`src/rtl/sata_cont_encoder.sv`:
```
// sata_cont_encoder: transmit-side CONT suppression for the SATA link layer.
// A run of identical primitives is sent verbatim NREPEAT times, then CONT,
// then scrambled junk dwords until the primitive stream changes. There is one
// output register stage, and o_ready stalls the whole block.
module sata_cont_encoder #(
    parameter int unsigned NREPEAT      = 2,
    parameter bit          ALIGN_BYPASS = 1'b1,
    parameter int unsigned CNTWIDTH     = 16,
    // Bit k-1 set means term x^k is present (x^0 implied):
    // 16'hD008 = x^16 + x^15 + x^13 + x^4 + 1
    parameter logic [15:0] LFSR_POLY    = 16'hD008,
    parameter logic [47:0] LFSR_INIT    = 48'hC3A5_5A3C_FFFF,
    parameter logic [31:0] ALIGN_PRIM   = 32'h7B4A_4ABC,
    parameter logic [31:0] CONT_PRIM    = 32'h9999_AA7C
) (
    input  logic                clk,
    input  logic                reset,
    input  logic                ena,
    input  logic                clr_cnt,
    input  logic [31:0]         i_data,
    input  logic                i_datak,
    output logic                i_ready,
    output logic [31:0]         o_data,
    output logic                o_datak,
    input  logic                o_ready,
    output logic [CNTWIDTH-1:0] cont_cnt
);

    localparam logic K_PRIM = 1'b1;
    localparam logic K_DATA = 1'b0;
    localparam int   RCW    = $clog2(NREPEAT + 1);
    localparam logic [RCW-1:0] RMAX = RCW'(NREPEAT);

    typedef enum logic [1:0] {
        ST_PASS,
        ST_CONT,
        ST_JUNK
    } state_t;

    state_t             state_q;
    logic [RCW-1:0]     rcnt_q;
    logic [31:0]        last_q;
    logic               last_vld_q;
    logic [31:0]        o_data_q;
    logic               o_datak_q;
    logic [CNTWIDTH-1:0] cont_cnt_q;
    logic [CNTWIDTH-1:0] cont_cnt_d;
    logic [47:0]        lfsr_q;
    logic [47:0]        lfsr_d;
    logic [31:0]        junk_word;

    logic accept;
    logic is_align;
    logic is_repeat;
    logic start_run;
    logic cont_emit;
    logic junk_emit;

    assign i_ready  = o_ready;
    assign o_data   = o_data_q;
    assign o_datak  = o_datak_q;
    assign cont_cnt = cont_cnt_q;

    // Classify the incoming word against the current run.
    always_comb begin
        accept    = o_ready;
        // ALIGN is only transparent while suppression is active; with ena low
        // every word is plain pass-through and simply clears the run.
        is_align  = ALIGN_BYPASS && ena && (i_datak == K_PRIM) && (i_data == ALIGN_PRIM);
        is_repeat = ena && (i_datak == K_PRIM) && last_vld_q && (i_data == last_q) && !is_align;
        start_run = ena && (i_datak == K_PRIM);
        cont_emit = accept && is_repeat && (state_q == ST_PASS) && (rcnt_q == RMAX);
        junk_emit = accept && is_repeat && (state_q != ST_PASS);
    end

    // Advance the 48-bit history register by 32 bits of the degree-16 sequence.
    // Bit 0 holds the newest bit, so bit k-1 is the bit emitted k steps ago.
    always_comb begin
        lfsr_d = lfsr_q;
        for (int s = 0; s < 32; s++) begin
            lfsr_d = {lfsr_d[46:0], ^(lfsr_d[15:0] & LFSR_POLY)};
        end
    end

    // Junk dword is the upper 32 history bits, bit-reversed.
    for (genvar gi = 0; gi < 32; gi++) begin : g_rev
        assign junk_word[gi] = lfsr_q[47-gi];
    end

    // Saturating CONT counter next value; clear beats increment.
    always_comb begin
        cont_cnt_d = cont_cnt_q;
        if (clr_cnt) begin
            cont_cnt_d = '0;
        end else if (cont_emit && (cont_cnt_q != {CNTWIDTH{1'b1}})) begin
            cont_cnt_d = cont_cnt_q + CNTWIDTH'(1);
        end
    end

    // Suppression FSM with registered output dword.
    always_ff @(posedge clk) begin
        if (reset) begin
            state_q    <= ST_PASS;
            rcnt_q     <= '0;
            last_q     <= '0;
            last_vld_q <= 1'b0;
            o_data_q   <= '0;
            o_datak_q  <= K_DATA;
        end else if (accept) begin
            if (is_align) begin
                // Transparent: run state untouched so suppression resumes.
                o_data_q  <= i_data;
                o_datak_q <= i_datak;
            end else if (is_repeat) begin
                if (state_q == ST_PASS) begin
                    if (rcnt_q == RMAX) begin
                        o_data_q  <= CONT_PRIM;
                        o_datak_q <= K_PRIM;
                        state_q   <= ST_CONT;
                    end else begin
                        o_data_q  <= i_data;
                        o_datak_q <= i_datak;
                        rcnt_q    <= rcnt_q + RCW'(1);
                    end
                end else begin
                    o_data_q  <= junk_word;
                    o_datak_q <= K_DATA;
                    state_q   <= ST_JUNK;
                end
            end else begin
                // Any change in the stream ends the run; a primitive starts a new one.
                o_data_q   <= i_data;
                o_datak_q  <= i_datak;
                state_q    <= ST_PASS;
                last_q     <= i_data;
                last_vld_q <= start_run;
                rcnt_q     <= start_run ? RCW'(1) : '0;
            end
        end
    end

    // Junk generator only moves when a junk dword is actually sent.
    always_ff @(posedge clk) begin
        if (reset) begin
            lfsr_q <= LFSR_INIT;
        end else if (junk_emit) begin
            lfsr_q <= lfsr_d;
        end
    end

    // CONT statistics counter; clear works even while stalled.
    always_ff @(posedge clk) begin
        if (reset) begin
            cont_cnt_q <= '0;
        end else begin
            cont_cnt_q <= cont_cnt_d;
        end
    end

endmodule
```
`config.mk`:
```
export PLATFORM = sky130hd
export DESIGN_NAME = sata_cont_encoder
export DESIGN_NICKNAME = d
export VERILOG_FILES = /design/src/rtl/sata_cont_encoder.sv
export SDC_FILE = /design/constraint.sdc
export NUM_CORES = 1
export LEC_CHECK = 0
export ABC_AREA = 1
export CAP_MARGIN = 10
export CORE_MARGIN = 3
export CORE_UTILIZATION = 50
export DETAILED_ROUTE_END_ITERATION = 10
export PLACE_DENSITY_LB_ADDON = 0.2
export SLEW_MARGIN = 20
export SYNTH_ARGS = -nofsm -noshare
export SYNTH_HDL_FRONTEND = slang
export SYNTH_SLANG_ARGS = --single-unit
```
`constraint.sdc`:
```
create_clock -name clk -period 2.7 [get_ports clk]
set_input_delay 0.54 -clock clk [delete_from_list [all_inputs] [get_ports clk]]
set_output_delay 0.54 -clock clk [all_outputs]
set_load 0.01 [all_outputs]
```
==> results.sh, run 1 <==
export IMPL_internal_power_w=0.00374
export IMPL_max_cap_viol_count=0
export IMPL_finish_cell_count_without_fillers=1679
export IMPL_synth_distinct_cells=48
export IMPL_largest_net_degree_at_the_start_of_global_routing=58
export IMPL_finalClockSkew_ns=0.0107
export IMPL_worstPathCellList="clkdlybuf4s50_1, nand2_1, nor2_1, nor3b_1, nand3_1, nor3_2, nor2b_4, nand3_4, buf_4, inv_2, buf_4, nand3_1, a31oi_1"
export IMPL_dr_first_iter_drc_count=801
export IMPL_number_of_i_o_port_buffers=87
export IMPL_wire_length_of_the_first_global_routing_pass_um=43900
export IMPL_endpoint_kind="flop"
export IMPL_first_global_vias=8328
export IMPL_worst_slew_margin_rel=0.528
export IMPL_ctsLongestPathBuffers=2
export IMPL_p_comb_frac=0.118
export IMPL_finalCriticalPeriod_ns=2.53
export IMPL_ys_flop_type="dfxtp_1"
export IMPL_drive_above_1_share=0.199
export IMPL_async_flop_share=0
export IMPL_cts_inserted_buffers=17
export IMPL_post_place_instance_area_um2=10400
export IMPL_setup_repair_after_global_routing_missed_its_margin="false"
export IMPL_min_from="last_vld_q"
export IMPL_clkSinkCount=134
export IMPL_layout_commonest_cell="nand2_1"
export IMPL_cpMaxStageDelayCell="clkdlybuf4s50_1"
export IMPL_drc=0
export IMPL_reg2reg_slack_ns=0.23
export IMPL_postSynthRegisterBits=134
export IMPL_clk_pin_slew_worst_setup_hold_paths_ns=0.06
export IMPL_grt_antenna_before_repair=0
export IMPL_required_ns=3.04
export IMPL_floorplan_initialDensity=0.517
export IMPL_r2r_start="lfsr_q[11]"
export IMPL_clkPwrFrac=0.469
export IMPL_mappedNetlistArea_um2=8700
export IMPL_power_switching_w=0.00131
export IMPL_worst_skew_pair_late_latency_ns=0.42
export IMPL_run_status="finished, final reports clean"
export IMPL_gp_congestion=0.942
export IMPL_power_leakage_nw=4.82
export IMPL_wl_per_cell_um=16.6
export IMPL_hpwl_detailed_um=21300
export IMPL_dr_total_vias=9247
export IMPL_final_period_utilization=0.938
export IMPL_cp_arrival_ns=2.87
export IMPL_synth_net_count=1334
export IMPL_htree_num_levels=4
export IMPL_post_synth_inst_count=1294
export IMPL_track_usage=0.295
export IMPL_synthesis_yosys_warnings=0
export IMPL_syn_to_final_growth_pct=26.4
export IMPL_fp_dieArea_um2=19000
export IMPL_globalRouteOverflowTotal=0
export IMPL_quantity_of_hold_fixing_buffers_added_after_cts=0
export IMPL_synth_enable_flop_cells=0
export IMPL_worst_path_max_fanout=11
export IMPL_route_detailed_vias_per_inst=5.51
export IMPL_synth_seq_area_share=0.308
export IMPL_setup_viol_count_final=0
export IMPL_cts_repair_resize_count=0
export IMPL_clock_root_cell="clkbuf_16"
export IMPL_reg2regPathDepth=20
export IMPL_die_h_um=138
export IMPL_endpoint="o_data[8]"
export IMPL_finalWirelength_um=27900
export IMPL_transition_time_at_the_pin_with_the_least_slew_margin_ns=0.707
export IMPL_final_design_area_no_fill_um2=11000
export IMPL_powerDensity_nw_per_um2=459
export IMPL_setup_slack_at_placement_ns=-0.228
export IMPL_crit_type="input port to flop"
export IMPL_boundaryPins=88
export IMPL_die_width_um=138
export IMPL_worst_r2r_endpoint="lfsr_q[0]"
export IMPL_totalNegativeSetupSlack_ns=0
export IMPL_mostFrequentLayoutCells="nand2_1, dfxtp_1, nand3_1"
export IMPL_tritoncts="built"
export IMPL_filler_cell_count=1524
export IMPL_timing_critical_path_from="i_datak"
export IMPL_first_pass_iters=5
export IMPL_core_ar_um2=16800
export IMPL_final_max_slew_violation_count=0
export IMPL_clock_fmax_mhz=395
export IMPL_ant_nets=0
export IMPL_ir_drop_v=0.000494
export IMPL_synth_area_per_cell_um2=6.72
export IMPL_post_route_worst_setup_slack_ns=0.169
export IMPL_sw_frac_of_total=0.259
export IMPL_max_stage_delay_ns=0.48
export IMPL_num_antenna_cells=0
export IMPL_final_net_count=1486
export IMPL_timing_critical_path_from_type="input port"
export IMPL_number_of_placed_instances_with_taps_included=1647
export IMPL_floorplan_rows=47
export IMPL_hold_violations=0
export IMPL_postLayoutCoreUtil=0.654
export IMPL_hp_class="flop to flop"
export IMPL_power_frac_seq=0.413
export IMPL_post_cts_buffers=0
## through the flow
step	power, W	hold slack (ns)
CTS	0.00505	0.461
floorplan	0.00237	0.430
finish	0.00505	0.463
global route	0.00520	0.486
global placement	0.00270	0.440
detailed placement	0.00271	0.451
## cell type report
cell class | count | area [µm²] | area share
Timing Repair Buffer | 191 | 1700 | 0.155
Tap cell | 220 | 275 | 0.0250
Multi-Input combinational cell | 982 | 5260 | 0.479
Clock buffer | 19 | 453 | 0.0412
Sequential cell | 134 | 2690 | 0.244
Inverter | 120 | 467 | 0.0424
Clock inverter | 13 | 148 | 0.0134
## cells in the mapped netlist (9+ instances only)
library cell	count	area share
clkbuf_1	33	0.014
buf_4	9	0.0078
buf_2	10	0.0058
inv_2	28	0.012
inv_1	87	0.038
a21oi_1	83	0.048
nand2_4	18	0.023
o21ai_1	22	0.013
a31oi_1	19	0.014
xor2_1	28	0.028
dfxtp_1	134	0.31
o211ai_1	19	0.016
nor3_1	17	0.0098
o21ai_0	94	0.054
nor2_1	87	0.038
nand2_1	333	0.14
xnor2_1	21	0.021
nand4_1	27	0.019
nand3_2	12	0.014
nand3_1	101	0.058
nand2_2	45	0.032
a21oi_2	10	0.010
## critical path, delay by kind of cell
family          cells  cell delay [ns]
compound gates      1             0.18
simple gates        8             1.17
buf+inv             4             0.96
## power groups by stage
stage / Combinational (W) / Sequential (W) / Clock (W)
2_1_floorplan: 0.000241 / 0.00213 / 0
3_3_place_gp: 0.000575 / 0.00213 / 0
3_5_place_dp: 0.000579 / 0.00213 / 0
4_1_cts: 0.000584 / 0.00208 / 0.00238
5_1_grt: 0.000639 / 0.00209 / 0.00247
6_report: 0.000594 / 0.00208 / 0.00237
## how the worst min path moves through the flow
stage          slack [ns]  depth (start not counted)    endpoint
2_1_floorplan        0.43                          2  last_vld_q
3_3_place_gp         0.44                          2  last_vld_q
3_5_place_dp         0.45                          2  last_vld_q
4_1_cts              0.46                          2  last_vld_q
5_1_grt              0.49                          2  o_data[11]
6_report             0.46                          2  last_vld_q
## layer usage
layer | GRT usage | share of wire | wire [µm]
met1 | 0.414 | 0.45 | 12600
met2 | 0.456 | 0.44 | 12300
met3 | 0.0522 | 0.073 | 2030
met4 | 0.106 | 0.034 | 949
met5 | 0 | 0 | 0
## registers in the layout, summed over array words and instances (netlist names)
signal and cells:
o_datak 1, cont_cnt 16, rcnt_q 2, lfsr_q 48
last_q 32, o_data 32, state_q 2, last_vld_q 1
## logic make-up (layout without fill, tap and decap cells)
logic type | count (synthesis) | in the layout | share of synthesized area
and+or+nand+nor | 676 | 676 | 0.384
AOI/OAI and AO/OA | 249 | 249 | 0.156
buffers and inverters | 178 | 343 | 0.0873
DFF | 134 | 134 | 0.308
xor gates and xnor gates | 55 | 55 | 0.0606
adders and majority gates | 2 | 2 | 0.00288
(Power assumes the default switching activity.)
==> run 2, diff against run 1 <==
--- a/config.mk
+++ b/config.mk
@@ -10,7 +10,7 @@
 export CORE_MARGIN = 3
 export CORE_UTILIZATION = 50
 export DETAILED_ROUTE_END_ITERATION = 10
-export PLACE_DENSITY_LB_ADDON = 0.2
+export PLACE_DENSITY = 0.75
 export SLEW_MARGIN = 20
 export SYNTH_ARGS = -nofsm -noshare
 export SYNTH_HDL_FRONTEND = slang
==> run 2 against run 1 <==
Final cell count fell by 0.12%. Critical path depth rose by 7. Routed wire length rose by 1.1%. Critical endpoint is now lfsr_q[0]. Largest cell class unchanged. Clock-buffer cell count fell by 2. Critical path type is now flop to flop. First-iteration DRC count rose by 16%. Register-to-register slack got worse by 0.04 ns. Combinational power barely moved. Maximum frequency rose by 0.72%.
==> results.sh, run 2 (same netlist as run 1, synthesis figures left out) <==
export IMPL_clkSinkCount=134
export IMPL_dr_total_vias=9415
export IMPL_largest_register_ffs=48
export IMPL_setup_repair_after_global_routing_missed_its_margin="false"
export IMPL_cpMaxStageDelayCell="dfxtp_1"
export IMPL_worst_slew_margin_rel=0.506
export IMPL_cp_arrival_ns=2.89
export IMPL_filler_cell_count=1532
export IMPL_gp_congestion=0.953
export IMPL_cts_inserted_buffers=17
export IMPL_worst_skew_pair_late_latency_ns=0.44
export IMPL_top_register="lfsr_q"
export IMPL_num_antenna_cells=0
export IMPL_final_max_slew_violation_count=0
export IMPL_timing_critical_path_from_type="flop"
export IMPL_syn_to_final_growth_pct=26.7
export IMPL_wire_length_of_the_first_global_routing_pass_um=45000
export IMPL_number_of_placed_instances_with_taps_included=1644
export IMPL_largest_net_degree_at_the_start_of_global_routing=39
export IMPL_sw_frac_of_total=0.279
export IMPL_run_status="finished, final reports clean"
export IMPL_clock_root_cell="clkbuf_16"
export IMPL_powerDensity_nw_per_um2=459
export IMPL_totalNegativeSetupSlack_ns=0
export IMPL_route_detailed_vias_per_inst=5.61
export IMPL_htree_num_levels=4
export IMPL_ctsLongestPathBuffers=2
export IMPL_power_leakage_nw=4.84
export IMPL_final_design_area_no_fill_um2=11000
export IMPL_ir_drop_v=0.000463
export IMPL_quantity_of_hold_fixing_buffers_added_after_cts=0
export IMPL_floorplan_rows=47
export IMPL_boundaryPins=88
export IMPL_number_of_i_o_port_buffers=87
export IMPL_fp_dieArea_um2=19000
export IMPL_dr_first_iter_drc_count=926
export IMPL_clock_fmax_mhz=398
export IMPL_max_stage_delay_ns=0.55
export IMPL_timing_critical_path_mode_cell="nand2_1"
export IMPL_drive_above_1_share=0.198
export IMPL_clk_pin_slew_worst_setup_hold_paths_ns=0.06
export IMPL_clkPwrFrac=0.471
export IMPL_post_place_instance_area_um2=10400
export IMPL_power_switching_w=0.00141
export IMPL_core_ar_um2=16800
export IMPL_setup_viol_count_final=0
export IMPL_transition_time_at_the_pin_with_the_least_slew_margin_ns=0.741
export IMPL_first_pass_iters=6
export IMPL_worstPathCellList="inv_2, nand2_1, nand2_1, nand2_2, nand2_4, inv_4, nand2_2, nand2_4, nand2_1, nand2_2, nand2_1, nand2_2, nand2_1, nand2_2, nand2_1, nand3_2, nand2_1, nand2_1, nand3_1, nand2_1"
export IMPL_wl_per_cell_um=16.8
export IMPL_final_period_utilization=0.931
export IMPL_p_comb_frac=0.117
export IMPL_max_cap_viol_count=0
export IMPL_finalClockSkew_ns=0.0116
export IMPL_worst_path_max_fanout=8
export IMPL_layout_commonest_cell="nand2_1"
export IMPL_internal_power_w=0.00365
export IMPL_floorplan_initialDensity=0.517
export IMPL_endpoint_kind="flop"
export IMPL_finalWirelength_um=28200
export IMPL_die_width_um=138
export IMPL_finish_cell_count_without_fillers=1677
export IMPL_track_usage=0.302
export IMPL_first_global_vias=8554
export IMPL_hp_class="flop to flop"
export IMPL_die_h_um=138
export IMPL_crit_type="flop to flop"
export IMPL_final_net_count=1484
export IMPL_grt_antenna_before_repair=0
export IMPL_drc=0
export IMPL_hpwl_detailed_um=21600
export IMPL_ant_nets=0
export IMPL_globalRouteOverflowTotal=0
export IMPL_tritoncts="built"
export IMPL_hold_violations=0
export IMPL_required_ns=3.08
export IMPL_area_sequential_um2=2680
export IMPL_multi_input_gate_area_in_the_final_layout_um2=5280
export IMPL_finalCriticalPeriod_ns=2.51
export IMPL_power_frac_seq=0.412
export IMPL_mostFrequentLayoutCells="nand2_1, dfxtp_1, nand3_1"
run 2: cell types whose count changed in the layout (fill, tap and decap cells not counted), moves of 2 or more:
| cell | change |
|---|---|
| dfxtp_1 | +2 |
| clkbuf_8 | -2 |
| dfxtp_2 | -2 |
| inv_8 | +3 |
| buf_4 | -4 |
| clkinv_2 | -4 |
| clkinv_4 | -5 |
| buf_12 | +2 |
| clkinv_8 | +2 |
| inv_6 | +5 |
run 2: critical path: cells and delay by family, from the launching register on:
family | cells | cell delay, ns
AND/OR/NAND/NOR | 18 | 1.70
flip-flops | 1 | 0.55
buffers and inverters | 2 | 0.21
run 2: stage by stage:
stage	hold slack, ns	total power [W]	setup slack [ns]	util
floorplan	0.430	0.00237	0.617	-
global placement	0.440	0.00270	-0.208	0.617
detailed placement	0.452	0.00270	-0.234	0.617
CTS	0.461	0.00507	0.206	0.653
global route	0.485	0.00522	0.0136	0.655
finish	0.462	0.00506	0.187	0.655
run 2: layout make-up:
class | instances | share of cell area
clock buffers | 17 | 0.0386
clock inverters | 15 | 0.0160
inverters | 120 | 0.0422
multi-input cells | 982 | 0.479
flip-flops and latches | 134 | 0.244
well taps | 220 | 0.0250
repair buffers | 189 | 0.156
run 2: worst paths after layout:
check	start	to	slack [ns]	depth (start not counted)
setup reg to reg	lfsr_q[0]	lfsr_q[0]	0.19	20
hold / removal	o_data[4]	o_data[4]	0.46	2
setup / recovery	lfsr_q[0]	lfsr_q[0]	0.19	20
hold reg to reg	o_data[4]	o_data[4]	0.46	2
run 2: per-layer routing:
metal	GRT usage	vias to the layer above	share of wire
li1	-	4567	-
met4	0.111	0	0.025
met3	0.0443	60	0.070
met5	0	-	0
met1	0.410	4380	0.44
met2	0.489	408	0.47
run 2: power groups by stage:
stage / Sequential, W / Clock [W] / Combinational, W
3_5_place_dp: 0.00213 / 0 / 0.000575
6_report: 0.00208 / 0.00238 / 0.000592
5_1_grt: 0.00209 / 0.00249 / 0.000638
3_3_place_gp: 0.00213 / 0 / 0.000572
4_1_cts: 0.00208 / 0.00241 / 0.000579
2_1_floorplan: 0.00213 / 0 / 0.000241
run 2: what timing repair did:
item                                    CTS  global route
endpoints found under the setup margin    0            12
buffers inserted                          0             1
resized for setup                         0             6
==> run 3, diff against run 2 <==
--- a/config.mk
+++ b/config.mk
@@ -15,3 +15,4 @@
 export SYNTH_ARGS = -nofsm -noshare
 export SYNTH_HDL_FRONTEND = slang
 export SYNTH_SLANG_ARGS = --single-unit
+export TNS_END_PERCENT = 5
==> run 3 against run 2 <==
Clock power barely moved. Final cell count barely moved. Non-clock buffer count fell by 1. Routed wire length did not move. Combinational power barely moved. Critical path type unchanged. Largest cell class unchanged. Largest power group unchanged.
==> results.sh, run 3 (same netlist as run 1, synthesis figures left out) <==
export IMPL_run_status="finished, final reports clean"
export IMPL_drc=0
export IMPL_ant_nets=0
export IMPL_grt_antenna_before_repair=0
export IMPL_final_period_utilization=0.933
export IMPL_die_h_um=138
export IMPL_wl_per_cell_um=16.8
export IMPL_totalPowerFinal_w=0.00506
export IMPL_top_register="lfsr_q"
export IMPL_finalWirelength_um=28200
export IMPL_drive_above_1_share=0.196
export IMPL_transition_time_at_the_pin_with_the_least_slew_margin_ns=0.733
export IMPL_hpwl_detailed_um=21600
export IMPL_filler_cell_count=1534
export IMPL_mostFrequentLayoutCells="nand2_1, dfxtp_1, nand3_1"
export IMPL_cts_inserted_buffers=17
export IMPL_die_width_um=138
export IMPL_clock_fmax_mhz=397
export IMPL_postLayoutCoreUtil=0.654
export IMPL_route_detailed_vias_per_inst=5.64
export IMPL_post_cts_buffers=0
export IMPL_finalCriticalPeriod_ns=2.52
export IMPL_endpoint_kind="flop"
export IMPL_boundaryPins=88
export IMPL_floorplan_initialDensity=0.517
export IMPL_htree_num_levels=4
export IMPL_floorplan_rows=47
export IMPL_hold_violations=0
export IMPL_num_antenna_cells=0
export IMPL_clk_pin_slew_worst_setup_hold_paths_ns=0.06
export IMPL_ir_drop_v=0.000464
export IMPL_setup_repair_after_global_routing_missed_its_margin="true"
export IMPL_largest_register_ffs=48
export IMPL_hp_class="flop to flop"
export IMPL_cp_arrival_ns=2.89
export IMPL_largest_net_degree_at_the_start_of_global_routing=39
export IMPL_powerDensity_nw_per_um2=460
export IMPL_quantity_of_hold_fixing_buffers_added_after_cts=0
export IMPL_wire_length_of_the_first_global_routing_pass_um=45000
export IMPL_clkSinkCount=134
export IMPL_power_leakage_nw=4.83
export IMPL_dr_total_vias=9452
export IMPL_clock_root_cell="clkbuf_16"
export IMPL_globalRouteOverflowTotal=0
export IMPL_worst_skew_pair_late_latency_ns=0.44
export IMPL_gp_congestion=0.953
export IMPL_finalClockSkew_ns=0.0114
export IMPL_layout_commonest_cell="nand2_1"
export IMPL_first_pass_iters=6
export IMPL_first_global_vias=8554
export IMPL_track_usage=0.302
export IMPL_dr_first_iter_drc_count=963
export IMPL_number_of_placed_instances_with_taps_included=1644
export IMPL_finish_cell_count_without_fillers=1676
export IMPL_number_of_i_o_port_buffers=87
export IMPL_worst_path_max_fanout=8
export IMPL_worst_slew_margin_rel=0.511
export IMPL_ctsLongestPathBuffers=2
export IMPL_crit_type="flop to flop"
export IMPL_timing_critical_path_from_type="flop"
export IMPL_tritoncts="built"
export IMPL_core_ar_um2=16800
export IMPL_final_max_slew_violation_count=0
export IMPL_fp_dieArea_um2=19000
export IMPL_cts_repair_resize_count=0
export IMPL_final_net_count=1483
export IMPL_setup_viol_count_final=0
export IMPL_max_cap_viol_count=0
export IMPL_required_ns=3.08
export IMPL_syn_to_final_growth_pct=26.4
[run 3: cell types whose count changed in the layout (fill, tap and decap cells not counted), sizes merged]
cell and delta:
buf -1
[run 3: layout make-up]
cell class / count / area, µm² / area share
Clock buffer: 17 / 425 / 0.0387
Clock inverter: 15 / 176 / 0.0160
Inverter: 120 / 465 / 0.0423
Multi-Input combinational cell: 982 / 5260 / 0.479
Sequential cell: 134 / 2680 / 0.244
Tap cell: 220 / 275 / 0.0250
Timing Repair Buffer: 188 / 1710 / 0.155
[run 3: through the flow]
| stage | hold WS (ns) | setup TNS (ns) | worst slack [ns] | cell area, µm² |
|---|---|---|---|---|
| 2_1_floorplan | 0.430 | 0 | 0.617 | 8700 |
| 3_3_place_gp | 0.440 | -8.69 | -0.208 | 10400 |
| 3_5_place_dp | 0.452 | -10.95 | -0.234 | 10400 |
| 4_1_cts | 0.461 | 0 | 0.206 | 11000 |
| 5_1_grt | 0.485 | -0.0265 | -0.0265 | 11000 |
| 6_report | 0.462 | 0 | 0.182 | 11000 |
[run 3: where the power goes]
part / internal (W) / total, W / switching [W]
clock network: 0.00133 / 0.00238 / 0.00106
registers: 0.00204 / 0.00208 / 0.0000414
logic: 0.000275 / 0.000590 / 0.000315
total: 0.00364 / 0.00506 / 0.00141
[run 3: metal layers]
layer  GRT usage  vias to the layer above  share of wire
met3      0.0443                       78          0.070
met2       0.489                      392           0.47
li1            -                     4572              -
met4       0.111                        0          0.028
met5           0                        -              0
met1       0.410                     4410           0.44
[run 3: critical path, cell delays in order, from the launching register on]
cell	delay, ns
dfxtp_1	0.54
inv_2	0.12
nand2_1	0.08
nand2_1	0.05
nand2_2	0.08
nand2_4	0.09
inv_4	0.09
nand2_2	0.08
nand2_4	0.14
nand2_1	0.08
nand2_2	0.12
nand2_1	0.07
nand2_2	0.16
nand2_1	0.09
nand2_2	0.13
nand2_1	0.13
nand3_2	0.10
nand2_1	0.09
nand2_1	0.08
nand3_1	0.07
nand2_1	0.06
[run 3: path summary, 6_finish.rpt]
check | start | end | slack, ns | depth (start not counted)
hold reg to reg | o_data[4] | o_data[4] | 0.46 | 2
hold / removal | o_data[4] | o_data[4] | 0.46 | 2
setup reg to reg | lfsr_q[0] | lfsr_q[0] | 0.18 | 20
setup / recovery | lfsr_q[0] | lfsr_q[0] | 0.18 | 20
==> RTL change 1 (flow settings as in run 3) <==
Set the parameter `NREPEAT` to 1 (it was 2).
--- a/src/rtl/sata_cont_encoder.sv
+++ b/src/rtl/sata_cont_encoder.sv
@@ -3,7 +3,7 @@
 // then scrambled junk dwords until the primitive stream changes. There is one
 // output register stage, and o_ready stalls the whole block.
 module sata_cont_encoder #(
-    parameter int unsigned NREPEAT      = 2,
+    parameter int unsigned NREPEAT      = 1,
     parameter bit          ALIGN_BYPASS = 1'b1,
     parameter int unsigned CNTWIDTH     = 16,
     // Bit k-1 set means term x^k is present (x^0 implied):
Formal check against the unedited RTL: not equivalent (a bounded check fails within 4 cycles, from zero or initial values and one cycle with reset high).
==> RTL change 1 against run 3 <==
Synthesized area is 3.9% lower; sequential cell count down 1; wire length down 4.2%; worst setup slack worse by 86 ps; power decreased by 2.4%; sequential share of layout area grew 0.18 points; final area is 1.5% lower; via count decreased by 1.1%.
==> RTL change 1: results (changes against run 3) <==
Parameter                              Value

Global routing
  Pin count of the biggest net entering global routing ... 40 (+2.6%)
  Via count of the first global-routing pass ... 8,559 (+0.058%)
  Total Routing Usage GR ... 0.295 (-0.00746)

Power
  Internal power contribution ... 3610 uW (-0.87%)
  Power density of the placed cells ... 456 nW/um2 (-0.89%)
  VDD IR-drop max ... 0.000501 V (+8.0%)
  Leakage component of the power ... 0.00474 uW (-1.9%)

Drt
  Via density ... 5.61 (-0.60%)
  Final WL ... 27,000 um (-4.2%)
  Starting DRC count in detailed routing ... 633 (-34%)
  Total number of vias ... 9,345 (-1.1%)

Yosys
  Top post-synthesis cells by area ... dfxtp_1, nand2_1, nand3_1
  Mean area per synthesized cell ... 6.60 um2 (-1.9%)
  Commonest cells in the netlist ... nand2_1, dfxtp_1, nand3_1, o21ai_0, a21oi_1
  Count of different cell masters after synthesis ... 41 (-15%)

Layout
  Share of final-layout standard cells stronger than drive strength 1 ... 0.185 (-0.0110)
  Number of nets in the finished design ... 1,477 (-0.40%)
  Count of fill cells added during filler insertion ... 1,464 (-4.6%)

Clock tree
  Latest clock arrival within the worst-skew pair ... 420 ps (-20 ps)

Min path
  Hold_sp ... state_q[0]$_SDFFE_PP0P_

Run status
  Outcome ... finished clean

Placement
  Hpwl dp ... 20,300 um (-6.0%)
  Final GP Congestion ... 0.982 (+3.0%)

Timing
  Actual slew at the worst max-slew pin ... 549 ps (-183 ps)

Floorplanning
  Chip Width ... 135 um (-1.9%)

Critical path
  Arrival @ worst endpoint ... 2950 ps (+60 ps)
## RTL change 1: cell count changes in the layout (fill, tap and decap cells not counted), moves of 14 or more
cell,delta
nand2_1,-14
o21ai_1,-18
a31oi_1,+14
a21oi_1,+24
nand2_2,-14
buf_4,+17
o21ai_0,+17
nor2_1,-26
## RTL change 1: final timing paths
path	to	slack, ps	cells past startpoint
worst max-delay path	cont_cnt[1]$_SDFFE_PP0P_	100	12
worst min-delay path	state_q[0]$_SDFFE_PP0P_	450	2
worst max register to register	lfsr_q[3]$_SDFFE_PP1P_	310	21
worst min register to register	state_q[0]$_SDFFE_PP0P_	450	2
## RTL change 1: per-layer routing
layer | GRT usage | vias to the layer above | part of all wire | wire length (um)
met5 | 0 | - | 0 | 0
met4 | 0.126 | 0 | 0.039 | 1060
met3 | 0.0520 | 74 | 0.068 | 1830
met2 | 0.473 | 376 | 0.46 | 12500
li1 | - | 4609 | - | -
met1 | 0.391 | 4286 | 0.43 | 11600
## RTL change 1: logic make-up (layout without fill, tap and decap cells)
logic type / count (synthesis) / in the layout / synth area share
AO/OA/AOI/OAI: 276 / 276 / 0.177
flip-flops: 133 / 133 / 0.319
XOR/XNOR: 39 / 39 / 0.0418
adder cells (fa/ha/maj): 1 / 1 / 0.00150
buffers and inverters: 174 / 358 / 0.0856
AND/OR/NAND/NOR: 644 / 644 / 0.376
## RTL change 1: metrics by stage
| step | total power (uW) | setup WS (ps) | hold slack, ps | TNS (ps) |
|---|---|---|---|---|
| 3_3_place_gp | 2740 | -435 | 435 | -26980 |
| 3_5_place_dp | 2750 | -474 | 439 | -27100 |
| 5_1_grt | 5100 | -6.34 | 484 | -12.0 |
| 2_1_floorplan | 2380 | 645 | 428 | 0 |
| 6_report | 4940 | 96.6 | 447 | 0 |
| 4_1_cts | 4950 | 29.7 | 448 | 0 |
## RTL change 1: critical path: stages
cell and delay, ps:
clkdlybuf4s50_1 530, inv_1 90, nand2_1 150, nand4_1 130, nor4_2 350, buf_4 160
nor2b_2 190, nand3_2 120, nor3_4 260, buf_4 210, nand3_1 80, a21oi_1 150
## RTL change 1: timing repair
item                       4_1_cts  5_1_grt
hold buffers                     0        0
pin swaps                        2        2
resized for setup                4        6
setup endpoints to repair       14       23
## RTL change 1: area by class of cell
type	count	share of cell area
clock buffer	18	0.0396
clock inverter	14	0.0121
inverter	119	0.0415
multi-input combinational	960	0.464
sequential	133	0.246
tap	216	0.0250
timing repair buffer	207	0.172
## RTL change 1: power by group through the flow
stage / Clock, uW / Sequential, uW / Combinational, uW
6_report: 2220 / 2080 / 640
3_5_place_dp: 0 / 2120 / 624
2_1_floorplan: 0 / 2120 / 258
5_1_grt: 2320 / 2090 / 693
3_3_place_gp: 0 / 2120 / 620
4_1_cts: 2240 / 2080 / 629
==> RTL change 2 (settings of run 3) <==
Made on the original files. Register the output `cont_cnt` once more, without a reset; this adds one clock of latency there. The other outputs are not delayed to match.
--- a/src/rtl/sata_cont_encoder.sv
+++ b/src/rtl/sata_cont_encoder.sv
@@ -59,7 +59,9 @@
     assign i_ready  = o_ready;
     assign o_data   = o_data_q;
     assign o_datak  = o_datak_q;
-    assign cont_cnt = cont_cnt_q;
+    always_ff @(posedge clk) begin
+        cont_cnt <= cont_cnt_q;
+    end
 
     // Classify the incoming word against the current run.
     always_comb begin
Check against the original RTL: not equivalent (a bounded check fails within 4 cycles, from zero or initial values and one cycle with reset high).
==> RTL change 2 against run 3 <==
Power rose by 8.8%; worst setup slack got worse by 3.8 ps; non-clock buffer count rose by 17; largest cell class unchanged; maximum frequency fell by 0.15%; sequential share of layout area rose by 3.2 points; final area fell by 1.0%; global-route usage fell by 0.98 points; hold slack got worse by 86 ps; core utilization rose by 2.2 points; sequential power rose by 12%; largest power group unchanged; critical path type is now primary input to flop; critical path depth fell by 6; sequential cell count rose by 16; synthesized area fell by 3.6%; wire length fell by 3.6%.
==> RTL change 2: results (changes against run 3) <==
Parameter                              Value

Critical path
  Critical Path Max Stage Delay ... 600 ps (+60 ps)
  Arrival @ worst endpoint ... 2870 ps (-20 ps)
  Library cell contributing the largest single delay on the critical path ... clkdlybuf4s50_1
  Register-to-Register Path Depth ... 15 (-25%)
  Worst R2R End ... lfsr_q[6]$_SDFFE_PP1P_
  Worst-path maximum fanout ... 16 (+8)
  R2r setup slk ... 240 ps (+60 ps)
  Worst setup startpoint ... i_data[17]
  Termination of the worst setup path ... o_data[30]$_SDFFE_PP0P_

Placement
  Placement Cell Area ... 10,200 um2 (-1.4%)
  Placed instance count ... 1,624 (-1.2%)
  Worst slack at placement ... -233 ps (+0.969 ps)
  Hpwl dp ... 20,100 um (-6.9%)

Layout
  Count of fill cells added during filler insertion ... 1,414 (-7.8%)
  Layout area overhead ... 29.9%

Power
  VDD IR-drop max ... 0.000519 V (+12%)
  Power density of the placed cells ... 506 nW/um2 (+9.9%)
  Combinational Power ... 607 uW (+3%)
  Relative contribution of sequential cells to total power ... 0.424 (+0.012)
  Internal power contribution ... 4070 uW (+12%)
  Leakage component of the power ... 0.00479 uW (-0.77%)

Drt
  Per-cell routed wire length ... 16.4 um (-2.4%)
  Number of detailed-route iterations in the first pass ... 5 (-1)
  Final WL ... 27,200 um (-3.6%)
  Total number of vias ... 9,370 (-0.87%)
  Starting DRC count in detailed routing ... 879 (-8.7%)

Min path
  Cell count of the worst hold path ... 0 (-2)
  End of the worst hold path ... cont_cnt[15]$_DFF_P_
  Hold_sp ... cont_cnt_q[15]$_SDFFE_PP0P_

Yosys
  Post-synthesis share of cell area spent on full adders, half adders and majority gates ... 0.00299 (+0.000108)
  Commonest cells in the netlist ... nand2_1, dfxtp_1, a21oi_1
  Top post-synthesis cells by area ... dfxtp_1, nand2_1, a21oi_1
  Xor and xnor fraction of the mapped netlist area ... 0.0460 (-0.0146)
  Post-synthesis sequential area ratio ... 0.358 (+0.0498)
  Count of different cell masters after synthesis ... 38 (-21%)
  Area fraction in compound gates after synthesis ... 0.185 (+0.0281)

Run status
  Outcome ... finished clean

Global routing
  Pin count of the biggest net entering global routing ... 94 (+140%)

Timing
  Relative max-transition margin ... 0.664 (+0.153)
  Fin crit share ... 0.934 (+0.00142)
-- RTL change 2: cell count changes in the layout (fill, tap and decap cells not counted), sizes merged, moves of 8 or more --
cell,before,now
nand2,401,331
a21oi,93,128
buf,101,118
dfxtp,134,150
xor2,31,20
a211oi,0,8
o21ai,116,108
-- RTL change 2: kinds of logic (layout without fill, tap and decap cells) --
kind of cell	after synthesis	count (layout)
AO/OA/AOI/OAI	282	282
AND/OR/NAND/NOR	603	603
buffers and inverters	178	359
flip-flops	150	150
XOR/XNOR	44	44
adder cells (fa/ha/maj)	2	2
-- RTL change 2: routing by layer --
layer,global-route usage,vias up,routed length (um)
met5,0,-,0
met4,0.120,0,961
met3,0.0565,80,2240
met2,0.469,481,12200
met1,0.388,4263,11800
li1,-,4546,-
-- RTL change 2: final cells by class --
class | count | share of cell area
tap | 216 | 0.0248
timing repair buffer | 205 | 0.171
clock buffer | 17 | 0.0391
sequential | 150 | 0.276
inverter | 122 | 0.0421
clock inverter | 15 | 0.0190
multi-input combinational | 931 | 0.428
